===== config.mk =====
export PLATFORM = sky130hd
export DESIGN_NAME = dup_adder_checker_78
export DESIGN_NICKNAME = d
export VERILOG_FILES = /design/src/rtl/dup_adder_checker_78.sv
export SDC_FILE = /design/constraint.sdc
export NUM_CORES = 1
export LEC_CHECK = 0
export BUFFER_PORTS_ARGS = -buffer_cell sky130_fd_sc_hd__buf_2
export CAP_MARGIN = 20
export CORE_MARGIN = 2
export CORE_UTILIZATION = 58
export DETAILED_ROUTE_END_ITERATION = 8
export HOLD_SLACK_MARGIN = 0.06
export PLACE_DENSITY = 0.89
export SETUP_SLACK_MARGIN = 0.3
export SYNTH_ARGS = -nofsm -noshare
export SYNTH_HDL_FRONTEND = slang
export SYNTH_SLANG_ARGS = --single-unit
export TNS_END_PERCENT = 50

===== constraint.sdc =====
create_clock -name clk -period 5.6 [get_ports clk]
set_input_delay 0.28 -clock clk [delete_from_list [all_inputs] [get_ports clk]]
set_output_delay 0.28 -clock clk [all_outputs]
set_load 0.005 [all_outputs]

===== src/rtl/dup_adder_checker_78.sv =====
// rtl/dup_adder_checker_78.sv - duplication checker for the 78-bit carry-select adder; counter under DUP_CHECKER_ERR_CNT_EN
module dup_adder_checker_78 #(
    parameter int W     = 78,
    parameter int CNT_W = 16
) (
    input  logic             clk,
    input  logic             rst_n,
    input  logic             in_valid,
    output logic             in_ready,
    input  logic [W-1:0]     s,
    input  logic [W-1:0]     s_invert,
    input  logic             papb,
    input  logic             pab,
    output logic             out_valid,
    input  logic             out_ready,
    output logic [W-1:0]     out_sum,
    output logic             out_papb,
    output logic             out_pab,
    output logic             out_err,
    output logic [6:0]       out_err_idx,
    input  logic             clr_err,
    output logic             err_sticky,
    output logic [CNT_W-1:0] err_count
);

    logic         v1, v2;
    logic [W-1:0] s1, s_inv1;
    logic         papb1, pab1;
    logic         adv2, accept, load_err;
    logic [W-1:0] eq;
    logic         err;
    logic [6:0]   idx;

    assign adv2      = v1 & (~v2 | out_ready);
    assign in_ready  = ~v1 | adv2;
    assign accept    = in_valid & in_ready;
    assign out_valid = v2;

    always_ff @(posedge clk or negedge rst_n) begin
        if (!rst_n) begin
            v1     <= 1'b0;
            s1     <= '0;
            s_inv1 <= '0;
            papb1  <= 1'b0;
            pab1   <= 1'b0;
        end else begin
            v1 <= accept | (v1 & ~adv2);
            if (accept) begin
                s1     <= s;
                s_inv1 <= s_invert;
                papb1  <= papb;
                pab1   <= pab;
            end
        end
    end

    // A healthy duplicate differs from the primary in every bit; any equal bit is a fault.
    assign eq  = ~(s1 ^ s_inv1);
    assign err = |eq;

    always_comb begin
        idx = 7'd127;
        for (int i = W - 1; i >= 0; i--) begin
            if (eq[i]) idx = 7'(i);
        end
    end

    always_ff @(posedge clk or negedge rst_n) begin
        if (!rst_n) begin
            v2          <= 1'b0;
            out_sum     <= '0;
            out_papb    <= 1'b0;
            out_pab     <= 1'b0;
            out_err     <= 1'b0;
            out_err_idx <= 7'd127;
        end else begin
            v2 <= adv2 | (v2 & ~out_ready);
            if (adv2) begin
                out_sum     <= s1;
                out_papb    <= papb1;
                out_pab     <= pab1;
                out_err     <= err;
                out_err_idx <= idx;
            end
        end
    end

    // Bookkeeping tracks entry into S2, so a coincident clear still records the new fault.
    assign load_err = adv2 & err;

    always_ff @(posedge clk or negedge rst_n) begin
        if (!rst_n) begin
            err_sticky <= 1'b0;
        end else if (clr_err) begin
            err_sticky <= load_err;
        end else if (load_err) begin
            err_sticky <= 1'b1;
        end
    end

`ifdef DUP_CHECKER_ERR_CNT_EN
    logic [CNT_W-1:0] cnt_q;

    always_ff @(posedge clk or negedge rst_n) begin
        if (!rst_n) begin
            cnt_q <= '0;
        end else if (clr_err) begin
            cnt_q <= load_err ? CNT_W'(1) : '0;
        end else if (load_err && (cnt_q != {CNT_W{1'b1}})) begin
            cnt_q <= cnt_q + CNT_W'(1);
        end
    end

    assign err_count = cnt_q;
`else
    assign err_count = '0;
`endif

endmodule


---- Word-level counts from Yosys, hierarchy flattened ----
Cells that the tools add are included.
storage, ports and cells
  flip-flop bits (word level) ............. 249
  bits of input ports ..................... 163
  output and inout bits ................... 107
  word-level logic and storage cells ...... 109
cells by class
  muxes and demuxes ....................... 80
  bitwise operators ....................... 15
  reduce and logical (&&, ||, !) cells .... 2
operator list
  operator             count
  two-way mux 7 bit    77
  inverter 78 bit      1
  OR reduction 78 bit  1
  XOR 78 bit           1
  two-way mux 6 bit    1
  AND 1 bit            5
  inverter 1 bit       4
  OR 1 bit             4
  two-way mux 1 bit    2
  nonzero test 2 bit   1

---- Logic depth before layout (Yosys ltp) ----
  depth after elaboration ................. 80
  gate-level depth with buffers ........... 7
  gate-level depth less buffers ........... 7

---- Worst setup path before layout ----
OpenSTA, ideal clock, no wires.
  kind .................................... register to register
  start point ............................. reg s1[57]
  end point ............................... reg err_sticky
  library setup time ...................... 141 ps
  data arrival time ....................... 1690 ps
  data required time ...................... 5459 ps
  setup slack ............................. 3770 ps
  stages on the path, launching flop included .. 7
  buffers on the path ..................... 0
  period minus slack after synthesis ...... 1830 ps
  cell sequence ........................... dfrtp_1 -> xnor2_1 -> nor4_4 -> nand4_1 -> or3_4 -> nor3_2 -> o22ai_1
on the way
  cells in the longest elaborated chain, start to end .. 5
  elaborated cells between the ends (all ways) .. 6
  those cells by class .................... mux: 1; bitwise: 3; reduce/logical: 2
ends and longest elaborated chain
  item                                                            RTL line  RTL
  start, declared                                                 27        logic [W-1:0] s1, s_inv1;
  start signal, assigned                                          49        s1 <= s;
  XOR 78 bit (*)                                                  58        assign eq = ~(s1 ^ s_inv1);
  inverter 78 bit (*)                                             58
  OR reduction 78 bit (*)                                         59        assign err = |eq;
  AND 1 bit (*)                                                   89        assign load_err = adv2 & err;
  two-way mux 1 bit / nonzero test 2 bit (equally long branches)  n/a
  end signal, assigned                                            95        err_sticky <= load_err;
  end, declared                                                   22        output logic err_sticky,
Mark *: on every way between the ends. The rest lies on a longest branch, timed or not.
A chain may end at the register's enable or synchronous reset.

---- Worst setup path in the final report ----
  start point ............................. reg v2, in the netlist out_valid
  end point ............................... reg out_err_idx[5]
on the way
  cells in the longest elaborated chain, start to end .. 3
ends and longest elaborated chain
  item                    RTL line  RTL
  start, declared         26        logic v1, v2;
  start signal, assigned  77        v2 <= adv2 | (v2 & ~out_ready);
  inverter 1 bit          34        assign adv2 = v1 & (~v2 | out_ready);
  OR 1 bit                34
  AND 1 bit               34
  end signal, assigned    83        out_err_idx <= idx;
  end, declared           20        output logic [6:0] out_err_idx,
Every way passes these cells.

==> summary.txt <==
Layout
  – Most common cell after layout, fill and taps aside: buf_2
  – Util after Layout: 79.7%
  – Commonest cells after routing, fill and taps aside: buf_2 (252), dfrtp_1 (242), mux2_2 (238)
  – Layout cells sized above 1: between 40% and 50%
  – Area growth syn-to-layout: 34.9%
  – Final nets: approximately 1,400

Yosys
  – Post-synthesis instance total: approximately 800
  – Largest area contributor in the netlist: dfrtp_1
  – Mux cell area share after synthesis: 24.3%
  – Ys async rst share: 100%
  – Top_reg_cell synth: dfrtp_1
  – Top cell type's share of synthesized area: 54.8%
  – Post-synth EDFFs: 0
  – Largest family of logic cells by synthesized area: multiplexers
  – Largest cells by area after synthesis: dfrtp_1 (55%), mux2_2 (24%), xnor2_1 (4.4%), xor2_1 (2.3%), dfstp_2 (1.7%)
  – Compound-Gate Fraction of Synth Area: about 4.2%
  – Adder-Cell Fraction of Synth Area: 0%
  – Netlist cell types: 57
  – Synth Warn #: 0
  – Seq/Total Area, Yosys: between 50% and 60%
  – Synth Cell Area: about 11,000 um2
  – Simple-gate share of the synthesized area: 5.70%
  – Yosys reg bits: 249
  – Synth Area per Inst: between 10 and 15 um2
  – XOR/XNOR Fraction of Synth Area: under 10%

Floorplanning
  – Die X: around 140 um
  – Die H: 142 um
  – Core ar.: 18,700 um2
  – Starting Density: 59.0%
  – Core Rows: 50
  – Die area: 20,200 um2
  – Ports: 270

GRT
  – First-pass GRT wire length: a little under 50 mm
  – GRT Total Usage: between 30% and 40%
  – Grt ovf: 0
  – Largest net degree at the start of global routing: 133
  – Antenna violations before repair: 1
  – Number of global-route vias before repair: just over 9,000

Critical path
  – Crit path max fanout: 68
  – Critical Path Start Type: flop
  – Critical Path Start: out_valid
  – Worst Path Required: 6.02 ns
  – Reg2Reg Launch Point: out_valid
  – Critical path class: reg -> reg
  – Worst Setup End Kind: flop
  – CP endpoint: out_err_idx[5]
  – Worst reg-to-reg setup slack: approximately 3.1 ns
  – FF-to-FF path depth: 7
  – Worst Path Arrival: between 2 and 3 ns
  – Critical R2R Capture: out_err_idx[5]

Worst hold path
  – Path type of the worst min-delay path: in -> reg

Routing
  – DRC Markers: 0
  – Routed WL: between 30 and 40 mm
  – Post-DR vias/cell: between 5 and 6
  – DR iter-0 viols: ~450
  – Initial DRT Pass Iterations: 5
  – DR vias: between 8,000 and 9,000
  – Routed Antenna Nets: 0
  – Drt wl/cell: ~22 um

Job
  – MaxCap Viol Count: 0

Clock network
  – Htree depth: 1
  – Sink Count: between 200 and 250
  – Clock-pin slew on the worst setup and hold paths: approximately 0.06 ns
  – CTS max path bufs: 3
  – Worst skew pair latency: roughly 0.5 ns
  – Clk root buf: clkbuf_16
  – Quantity of gates resized following cts: 0
  – Post-CTS Setup Inserts: 0
  – CTS tree: done
  – Number of buffers created by CTS: 25

Timing
  – Max Clk Rate: 0.403 GHz
  – RSZ-0062 raised after global routing: no
  – Final Critical Period: around 2.5 ns
  – Setup violators final: 0
  – Pins Over Slew Limit: 0
  – Worst-Margin Slew: between 1 and 1.5 ns
  – Slew margin rel.: 27.8%
  – Setup TNS: 0 ns
  – Layout Skew: 0.0126 ns
  – Final worst path period share: around 44%
  – Hold slack final: around 0.17 ns
  – Final Hold Fails: 0

Power and ir drop
  – Sequential Power Share: between 40% and 50%
  – Max IR drop VDD: 0.253 mV
  – Int Pwr: about 3800 uW
  – Logic pwr share: 24.7%
  – Clock power frac: a little under a third
  – Net Sw Frac: just under 30%
  – NetSw: about 1600 uW
  – Overall Power: about 5400 uW
  – Leakage: 0.00656 uW
  – PD cells: roughly 360 nW/um2

Placement
  – PortBufs: about 250
  – HPWL Detailed: about 18 mm
  – Routability cong.: roughly 0.78

Run status
  – Status: finished, final reports clean
## what timing repair did
| item | CTS | global route |
|---|---|---|
| endpoints found under the hold margin | 283 | 0 |
| setup endpoints to repair | 0 | 0 |
| hold buffers | 161 | 0 |
## through the flow
stage	area (um2)	instances	setup slack, ns
6_report	14900	1470	3.12
2_1_floorplan	11100	818	3.77
5_1_grt	14900	1469	2.92
4_1_cts	14900	1468	3.17
3_3_place_gp	12500	1266	3.16
3_5_place_dp	12500	1266	3.15
## power by group through the flow
stage	clock network [uW]	logic, uW	registers [uW]
final	1660	1330	2410
after global routing	1750	1440	2440
after CTS	1660	1290	2370
after detailed placement	0	1190	2400
after global placement	0	1150	2370
after floorplan	0	741	2360
## critical path, stage by stage, from the launching register on
cell and delay (ns):
dfrtp_1 0.39, nand2b_1 0.16, nand2_4 0.53, nor3b_1 0.56, nand2_1 0.14, nor2_1 0.25, nand3_1 0.11, o21ai_0 0.16
## Yosys cell counts (4+ instances only)
library cell  instances
nand4_1               8
buf_2                12
inv_1                 6
a21oi_1               9
nor2_1               29
nor2b_1               8
xnor2_1              56
a2111oi_0             4
o211ai_1              5
nand3_1               5
clkbuf_1             11
nor3_1                5
a31oi_1               4
dfstp_2               7
buf_4                16
nand2_1              23
nand2b_1              4
o21ai_0              14
dfrtp_1             242
mux2_2              238
xor2_1               29
nor4_1                7
a211oi_1              5
buf_1                 4
## state kept, by name, indices dropped and copies added, names as in the netlist
name and flops:
out_pab 1, papb1 1, out_valid 1, v1 1
err_sticky 1, s_inv1 78, out_papb 1, out_err 1
out_sum 78, out_err_idx 7, pab1 1, s1 78
## layer usage
metal	vias to the layer above	GRT usage, %	wire length, um
li1	3671	-	-
met2	364	57.9	16800
met3	115	6.93	1930
met1	4166	36.0	11600
met4	0	15.0	1480
met5	-	0	0
## cell families (layout without fill, tap and decap cells)
logic type,count (synthesis),in the layout
DFF,249,249
muxes,238,238
and+or+nand+nor,111,111
xor gates and xnor gates,86,86
AOI/OAI and AO/OA,69,69
buffers and inverters,49,465
other,1,18
## cell type report
cell class,count,area [um2]
diodes,2,5.00
clock inverters,6,82.6
repair buffers,418,2930
flip-flops and latches,249,6240
well taps,234,293
fillers,1004,3800
multi-input cells,520,4610
inverters,6,22.5
clock buffers,35,713
## worst min-delay path by stage
stage | start | cells past startpoint | to
global route | out_ready | 3 | out_valid
CTS | out_ready | 3 | out_valid
detailed placement | rst_n | 1 | out_sum[19]
global placement | rst_n | 1 | out_sum[23]
floorplan | rst_n | 0 | err_sticky
finish | out_ready | 3 | out_valid
Note: power is estimated with default switching activity, not from simulation.
